==> src/rtl/booth_mult_seq.sv <==
// Iterative radix-4 Booth multiplier with valid/ready handshakes on both sides.
// It retires two multiplier bits per cycle and supports signed and unsigned operands per operation.
module booth_mult_seq #(
    parameter int WIDTH = 8
) (
    input  logic               clk,
    input  logic               rst,
    input  logic               in_valid,
    output logic               in_ready,
    input  logic [WIDTH-1:0]   a,
    input  logic [WIDTH-1:0]   b,
    input  logic               is_signed,
    output logic               out_valid,
    input  logic               out_ready,
    output logic [2*WIDTH-1:0] product,
    output logic               busy
);

    localparam int N  = WIDTH / 2 + 1;
    localparam int SW = $clog2(N);
    localparam int EW = WIDTH + 2;
    localparam int AW = WIDTH + 4;

    typedef enum logic [1:0] {IDLE, CALC, DONE} state_t;

    state_t               state_q, state_d;
    logic [AW-1:0]        acc_q, acc_d;
    logic [AW-1:0]        mcand_q, mcand_d;
    logic [EW-1:0]        mul_q, mul_d;
    logic                 qm1_q, qm1_d;
    logic [SW-1:0]        step_q, step_d;
    logic [2*WIDTH-1:0]   product_q, product_d;

    logic [AW-1:0]        addend;
    logic [AW-1:0]        acc_sum;
    logic [AW+EW:0]       shifted;
    logic                 a_sign;
    logic                 b_sign;

    always_comb begin
        // NOTE: every always_comb target gets a default first so no path can infer a latch.
        state_d   = state_q;
        acc_d     = acc_q;
        mcand_d   = mcand_q;
        mul_d     = mul_q;
        qm1_d     = qm1_q;
        step_d    = step_q;
        product_d = product_q;
        a_sign    = is_signed & a[WIDTH-1];
        b_sign    = is_signed & b[WIDTH-1];

        case ({mul_q[1:0], qm1_q})
            3'b001, 3'b010: addend = mcand_q;
            3'b011:         addend = {mcand_q[AW-2:0], 1'b0};
            3'b100:         addend = -{mcand_q[AW-2:0], 1'b0};
            3'b101, 3'b110: addend = -mcand_q;
            default:        addend = '0;
        endcase
        acc_sum = acc_q + addend;
        shifted = $signed({acc_sum, mul_q, qm1_q}) >>> 2;

        case (state_q)
            IDLE: begin
                if (in_valid) begin
                    acc_d   = '0;
                    mcand_d = {{4{a_sign}}, a};
                    mul_d   = {{2{b_sign}}, b};
                    qm1_d   = 1'b0;
                    step_d  = '0;
                    state_d = CALC;
                end
            end
            CALC: begin
                {acc_d, mul_d, qm1_d} = shifted;
                step_d = step_q + SW'(1);
                if (step_q == SW'(N - 1)) begin
                    // Bits [2W:1] of the shifted register are the low half of {acc, mul}.
                    product_d = shifted[2*WIDTH:1];
                    state_d   = DONE;
                end
            end
            DONE: begin
                if (out_ready) state_d = IDLE;
            end
            default: state_d = IDLE;
        endcase
    end

    always_ff @(posedge clk) begin
        if (rst) begin
            // NOTE: sequential state uses non-blocking assignments; reset clears the whole datapath.
            state_q   <= IDLE;
            acc_q     <= '0;
            mcand_q   <= '0;
            mul_q     <= '0;
            qm1_q     <= 1'b0;
            step_q    <= '0;
            product_q <= '0;
        end else begin
            state_q   <= state_d;
            acc_q     <= acc_d;
            mcand_q   <= mcand_d;
            mul_q     <= mul_d;
            qm1_q     <= qm1_d;
            step_q    <= step_d;
            product_q <= product_d;
        end
    end

    assign in_ready  = (state_q == IDLE);
    assign out_valid = (state_q == DONE);
    assign busy      = (state_q != IDLE);
    assign product   = product_q;

endmodule

==> config.mk <==
export PLATFORM = sky130hd
export DESIGN_NAME = booth_mult_seq
export DESIGN_NICKNAME = d
export VERILOG_FILES = /design/src/rtl/booth_mult_seq.sv
export SDC_FILE = /design/constraint.sdc
export NUM_CORES = 1
export LEC_CHECK = 0
export BUFFER_PORTS_ARGS = -buffer_cell sky130_fd_sc_hd__buf_2
export CAP_MARGIN = 15
export CORE_MARGIN = 3
export CORE_UTILIZATION = 65
export CTS_BUF_LIST = sky130_fd_sc_hd__clkbuf_8
export CTS_CLUSTER_DIAMETER = 60
export DETAILED_ROUTE_END_ITERATION = 6
export PLACE_DENSITY = 0.88
export SETUP_SLACK_MARGIN = 0.1
export SYNTH_ARGS = -nofsm -noshare
export SYNTH_HDL_FRONTEND = slang
export SYNTH_SLANG_ARGS = --single-unit
==> constraint.sdc <==
create_clock -name clk -period 6.7 [get_ports clk]
set_clock_uncertainty 0.05 [all_clocks]
set_input_delay 1.34 -clock clk [delete_from_list [all_inputs] [get_ports clk]]
set_output_delay 1.34 -clock clk [all_outputs]
set_load 0.01 [all_outputs]
==> impl_metrics.xml <==
<?xml version="1.0" encoding="UTF-8"?>
<metrics>
  <group name="logic_synthesis">
    <metric name="async_flop_share" unit="%">0</metric>
    <metric name="syn-mean-instance-area" unit="sq um">7.55</metric>
    <metric name="synth_simple_gate_area_share" unit="%">25.9</metric>
    <metric name="synth.cell_area" unit="sq um">3100</metric>
    <metric name="synth_seq_area_share" unit="%">33.0</metric>
    <metric name="syn_nets" unit="">446</metric>
    <metric name="synth_adder_area_share" unit="%">6.30</metric>
    <metric name="synthCells" unit="">410</metric>
    <metric name="synth_xor_area_share" unit="%">4.24</metric>
    <metric name="largest_family_of_logic_cells_by_synthesized_area" unit="">simple AND/OR/NAND/NOR gates</metric>
    <metric name="synth.area.mux_share" unit="%">2.71</metric>
    <metric name="synth_edf_count" unit="">0</metric>
    <metric name="yosys_warnings" unit="">0</metric>
    <metric name="compound_gate_portion_of_the_synthesized_area" unit="%">22.3</metric>
    <metric name="synth_flop_cell" unit="">sky130_fd_sc_hd__dfxtp_1</metric>
    <metric name="post_synth_num_cell_types" unit="">54</metric>
    <metric name="synth_register_bits" unit="">51</metric>
  </group>
  <group name="critical_path">
    <metric name="critical_path.reg2reg.startpoint" unit="">qm1_q</metric>
    <metric name="cp-end-kind" unit="">flip-flop</metric>
    <metric name="worst_r2r_endpoint" unit="">acc_q[8]</metric>
    <metric name="ff2ff_path_depth" unit="">12</metric>
    <metric name="worstPathMaxFanout" unit="">21</metric>
    <metric name="timing.setup.critical_path_class" unit="">reg -&gt; reg</metric>
    <metric name="worst-endpoint-required" unit="ns">6.81</metric>
    <metric name="worst_ep_arrival_time" unit="ns">4.10</metric>
    <metric name="reg2reg_slack" unit="ns">2.71</metric>
    <metric name="setup.worst_path.start_class" unit="">flip-flop</metric>
  </group>
  <group name="route">
    <metric name="route.layer.met1.wl" unit="um">3270</metric>
    <metric name="avgViaCountPerCell" unit="">6.05</metric>
    <metric name="route.met2.wl" unit="um">3360</metric>
    <metric name="drt_iter0_markers" unit="">247</metric>
    <metric name="routed_wire_length_per_instance" unit="um">14.8</metric>
    <metric name="route.vias.total" unit="">2902</metric>
    <metric name="drc" unit="">0</metric>
    <metric name="route.antenna.remaining_nets" unit="">0</metric>
    <metric name="drtPass1Iterations" unit="">5</metric>
    <metric name="met3WireLength" unit="um">314</metric>
    <metric name="drt_wl_total" unit="um">7090</metric>
    <metric name="maxUsedRoutingLayer" unit="">met4</metric>
  </group>
  <group name="power">
    <metric name="power_leakage" unit="nW">1.39</metric>
    <metric name="vdd_drop_max" unit="uV">193</metric>
    <metric name="power_per_cell_area" unit="nW/um^2">206</metric>
  </group>
  <group name="clock_network">
    <metric name="cts_hold_buffers" unit="">0</metric>
    <metric name="cts_buffers" unit="">5</metric>
    <metric name="cts.reportedPaths.clkPinSlew" unit="ns">0.10</metric>
    <metric name="tritoncts_clock_tree" unit="">built</metric>
    <metric name="total_number_of_clock_tree_sinks" unit="">51</metric>
    <metric name="ctsResizeCount" unit="">0</metric>
    <metric name="cts_htree_levels" unit="">2</metric>
    <metric name="cts-root-buf" unit="">sky130_fd_sc_hd__clkbuf_8</metric>
    <metric name="clk-insertion-delay-late" unit="ns">0.31</metric>
    <metric name="ctsLongestPathBuffers" unit="">2</metric>
    <metric name="post_cts_buffers" unit="">0</metric>
  </group>
  <group name="grt">
    <metric name="grt_use_total" unit="%">27.3</metric>
    <metric name="grt_overflow" unit="">0</metric>
    <metric name="grt_max_degree" unit="">57</metric>
    <metric name="grt_pass1_wl" unit="um">12000</metric>
    <metric name="initial_antenna_violation_count" unit="">0</metric>
    <metric name="first_global_vias" unit="">2690</metric>
  </group>
  <group name="placement">
    <metric name="numPlacedInstances" unit="">473</metric>
    <metric name="place.port_buffers" unit="">39</metric>
    <metric name="routabilityCongestion" unit="">0.869</metric>
    <metric name="post_dp_cell_area" unit="sq um">3240</metric>
    <metric name="dp_wirelength" unit="um">5050</metric>
  </group>
  <group name="worst_hold_path">
    <metric name="min_delay_path_depth" unit="">2</metric>
    <metric name="min_from" unit="">product[4]</metric>
    <metric name="min_to" unit="">product[4]</metric>
    <metric name="holdCritPathClass" unit="">reg -&gt; reg</metric>
  </group>
  <group name="sta">
    <metric name="slew-limit-headroom" unit="%">31.5</metric>
    <metric name="final_hold_viol_count" unit="">0</metric>
    <metric name="finalCritPeriodShare" unit="%">59.5</metric>
    <metric name="tightest_slew" unit="ns">1.02</metric>
    <metric name="layout_min_cycle_time" unit="ns">3.99</metric>
    <metric name="number_of_max_slew_violations_in_the_final_report" unit="">0</metric>
    <metric name="timing.setup.tns" unit="ns">0</metric>
    <metric name="setup_viol_count_final" unit="">0</metric>
    <metric name="setup_repair_after_global_routing_missed_its_margin" unit="">no</metric>
    <metric name="timing.fmax" unit="GHz">0.251</metric>
  </group>
  <group name="cells_and_area">
    <metric name="area_delta_synth_final" unit="%">7.60</metric>
    <metric name="final_cell_area" unit="sq um">3330</metric>
    <metric name="layout.nets" unit="">464</metric>
    <metric name="final_layout_size_suffix_gt1_share" unit="%">13.3</metric>
    <metric name="n_antenna_cell" unit="">0</metric>
    <metric name="stdcell_count" unit="">480</metric>
    <metric name="layout.core_utilization" unit="%">74.5</metric>
  </group>
  <group name="floorplanning">
    <metric name="area_enclosed_by_the_die_boundary" unit="sq um">5630</metric>
    <metric name="pin_count" unit="">40</metric>
    <metric name="die_width" unit="um">75.0</metric>
    <metric name="start_util" unit="%">69.2</metric>
    <metric name="dieHeight" unit="um">75.0</metric>
    <metric name="core_region_area" unit="sq um">4470</metric>
    <metric name="placementRows" unit="">24</metric>
  </group>
  <group name="status">
    <metric name="status" unit="">complete, no violations</metric>
  </group>
  <group name="flow_run">
    <metric name="total_of_max_cap_violations" unit="">0</metric>
  </group>
</metrics>
-- sequential cells by signal (all words and copies together) (netlist names) --
signal,flops
product,16
mul_q,10
acc_q,10
mcand_q,9
step_q,3
qm1_q,1
state_q,2
-- layout by cell type (no fill, tap or decap), types with 7 or more instances in the layout --
cell,synthesis,layout
sky130_fd_sc_hd__inv_1,11,11
sky130_fd_sc_hd__nand2_1,89,89
sky130_fd_sc_hd__ha_1,14,14
sky130_fd_sc_hd__a31oi_1,9,9
sky130_fd_sc_hd__buf_2,0,39
sky130_fd_sc_hd__xnor2_1,11,11
sky130_fd_sc_hd__o21ai_0,9,9
sky130_fd_sc_hd__a21oi_1,48,48
sky130_fd_sc_hd__a311oi_1,7,7
sky130_fd_sc_hd__dfxtp_1,51,51
sky130_fd_sc_hd__nand3_1,16,16
sky130_fd_sc_hd__nor2_1,27,27
-- worst max-delay path by stage --
| stage | startpoint | end | slack (ns) | cells after the start |
|---|---|---|---|---|
| finish | qm1_q | acc_q[8] | 2.71 | 12 |
| global route | qm1_q | acc_q[8] | 2.30 | 12 |
| CTS | qm1_q | acc_q[8] | 2.77 | 12 |
| detailed placement | qm1_q | acc_q[8] | 2.80 | 12 |
| global placement | qm1_q | acc_q[8] | 2.90 | 12 |
| floorplan | mcand_q[3] | acc_q[8] | 3.19 | 12 |
-- report_power, final --
group          internal, W  switching [W]  total [W]
Sequential        0.000317      0.0000215   0.000338
Combinational    0.0000661      0.0000921   0.000158
Clock            0.0000834       0.000106   0.000189
Total             0.000466       0.000219   0.000685
-- synth_stat cells, types with 2 or more instances --
library cell | n | area (sq um)
sky130_fd_sc_hd__nand2_1 | 89 | 334
sky130_fd_sc_hd__dfxtp_1 | 51 | 1020
sky130_fd_sc_hd__a21oi_1 | 48 | 240
sky130_fd_sc_hd__nor2_1 | 27 | 101
sky130_fd_sc_hd__clkbuf_1 | 25 | 93.8
sky130_fd_sc_hd__nand3_1 | 16 | 80.1
sky130_fd_sc_hd__ha_1 | 14 | 175
sky130_fd_sc_hd__inv_1 | 11 | 41.3
sky130_fd_sc_hd__xnor2_1 | 11 | 96.3
sky130_fd_sc_hd__a31oi_1 | 9 | 56.3
sky130_fd_sc_hd__o21ai_0 | 9 | 45.0
sky130_fd_sc_hd__a311oi_1 | 7 | 61.3
sky130_fd_sc_hd__nor3b_1 | 6 | 45.0
sky130_fd_sc_hd__a211oi_1 | 5 | 37.5
sky130_fd_sc_hd__mux2i_1 | 5 | 50.1
sky130_fd_sc_hd__nor2b_1 | 5 | 31.3
sky130_fd_sc_hd__nor3_1 | 5 | 25.0
sky130_fd_sc_hd__o211ai_1 | 5 | 37.5
sky130_fd_sc_hd__a21o_1 | 4 | 30.0
sky130_fd_sc_hd__and2_1 | 4 | 25.0
sky130_fd_sc_hd__nand2b_1 | 4 | 25.0
sky130_fd_sc_hd__xor2_1 | 4 | 35.0
sky130_fd_sc_hd__a221oi_1 | 3 | 26.3
sky130_fd_sc_hd__nand3b_1 | 3 | 22.5
sky130_fd_sc_hd__o21a_1 | 3 | 22.5
sky130_fd_sc_hd__or3_1 | 3 | 18.8
sky130_fd_sc_hd__a211o_1 | 2 | 17.5
sky130_fd_sc_hd__a221o_1 | 2 | 20.0
sky130_fd_sc_hd__and3_1 | 2 | 12.5
sky130_fd_sc_hd__buf_1 | 2 | 7.51
sky130_fd_sc_hd__buf_6 | 2 | 22.5
sky130_fd_sc_hd__o21bai_1 | 2 | 15.0
-- logic make-up (layout without fill, tap and decap cells) --
| family | Yosys count | in the layout |
|---|---|---|
| AO/OA/AOI/OAI | 108 | 108 |
| XOR/XNOR | 15 | 15 |
| adder cells (fa/ha/maj) | 15 | 15 |
| buffers and inverters | 41 | 59 |
| flip-flops | 51 | 51 |
| multiplexers | 7 | 7 |
| AND/OR/NAND/NOR | 173 | 173 |
-- routing by layer --
metal | global-route usage, % | vias up
met5 | 0 | -
met4 | 10.7 | 0
met3 | 5.74 | 13
met2 | 42.5 | 70
met1 | 37.0 | 1341
li1 | - | 1478
-- final cells by class --
type,count,area [sq um]
Clock buffer,6,82.6
Clock inverter,1,8.76
Fill cell,358,1140
Inverter,11,41.3
Multi-Input combinational cell,318,1900
Sequential cell,51,1020
Tap cell,52,65.1
Timing Repair Buffer,41,210
-- per-stage QoR --
| step | hold WS [ns] | setup WS, ns | total power (W) |
|---|---|---|---|
| 6_report | 0.404 | 2.71 | 0.000685 |
| 4_1_cts | 0.409 | 2.77 | 0.000685 |
| 3_3_place_gp | 0.391 | 2.90 | 0.000497 |
| 2_1_floorplan | 0.395 | 3.19 | 0.000465 |
| 3_5_place_dp | 0.395 | 2.80 | 0.000500 |
| 5_1_grt | 0.427 | 2.30 | 0.000720 |
-- worst max-delay path: stages (launching register included) --
cell                        delay [ns]
sky130_fd_sc_hd__dfxtp_1          0.78
sky130_fd_sc_hd__inv_1            0.28
sky130_fd_sc_hd__nand2_1          0.19
sky130_fd_sc_hd__nor2_1           0.12
sky130_fd_sc_hd__a21oi_1          0.19
sky130_fd_sc_hd__o21ai_0          0.16
sky130_fd_sc_hd__fa_1             0.49
sky130_fd_sc_hd__a21o_1           0.21
sky130_fd_sc_hd__a221oi_1         0.44
sky130_fd_sc_hd__nor2_1           0.13
sky130_fd_sc_hd__a2111oi_0        0.51
sky130_fd_sc_hd__mux2i_1          0.24
sky130_fd_sc_hd__a21oi_1          0.07
No activity file was read; power rests on OpenSTA's default activity.
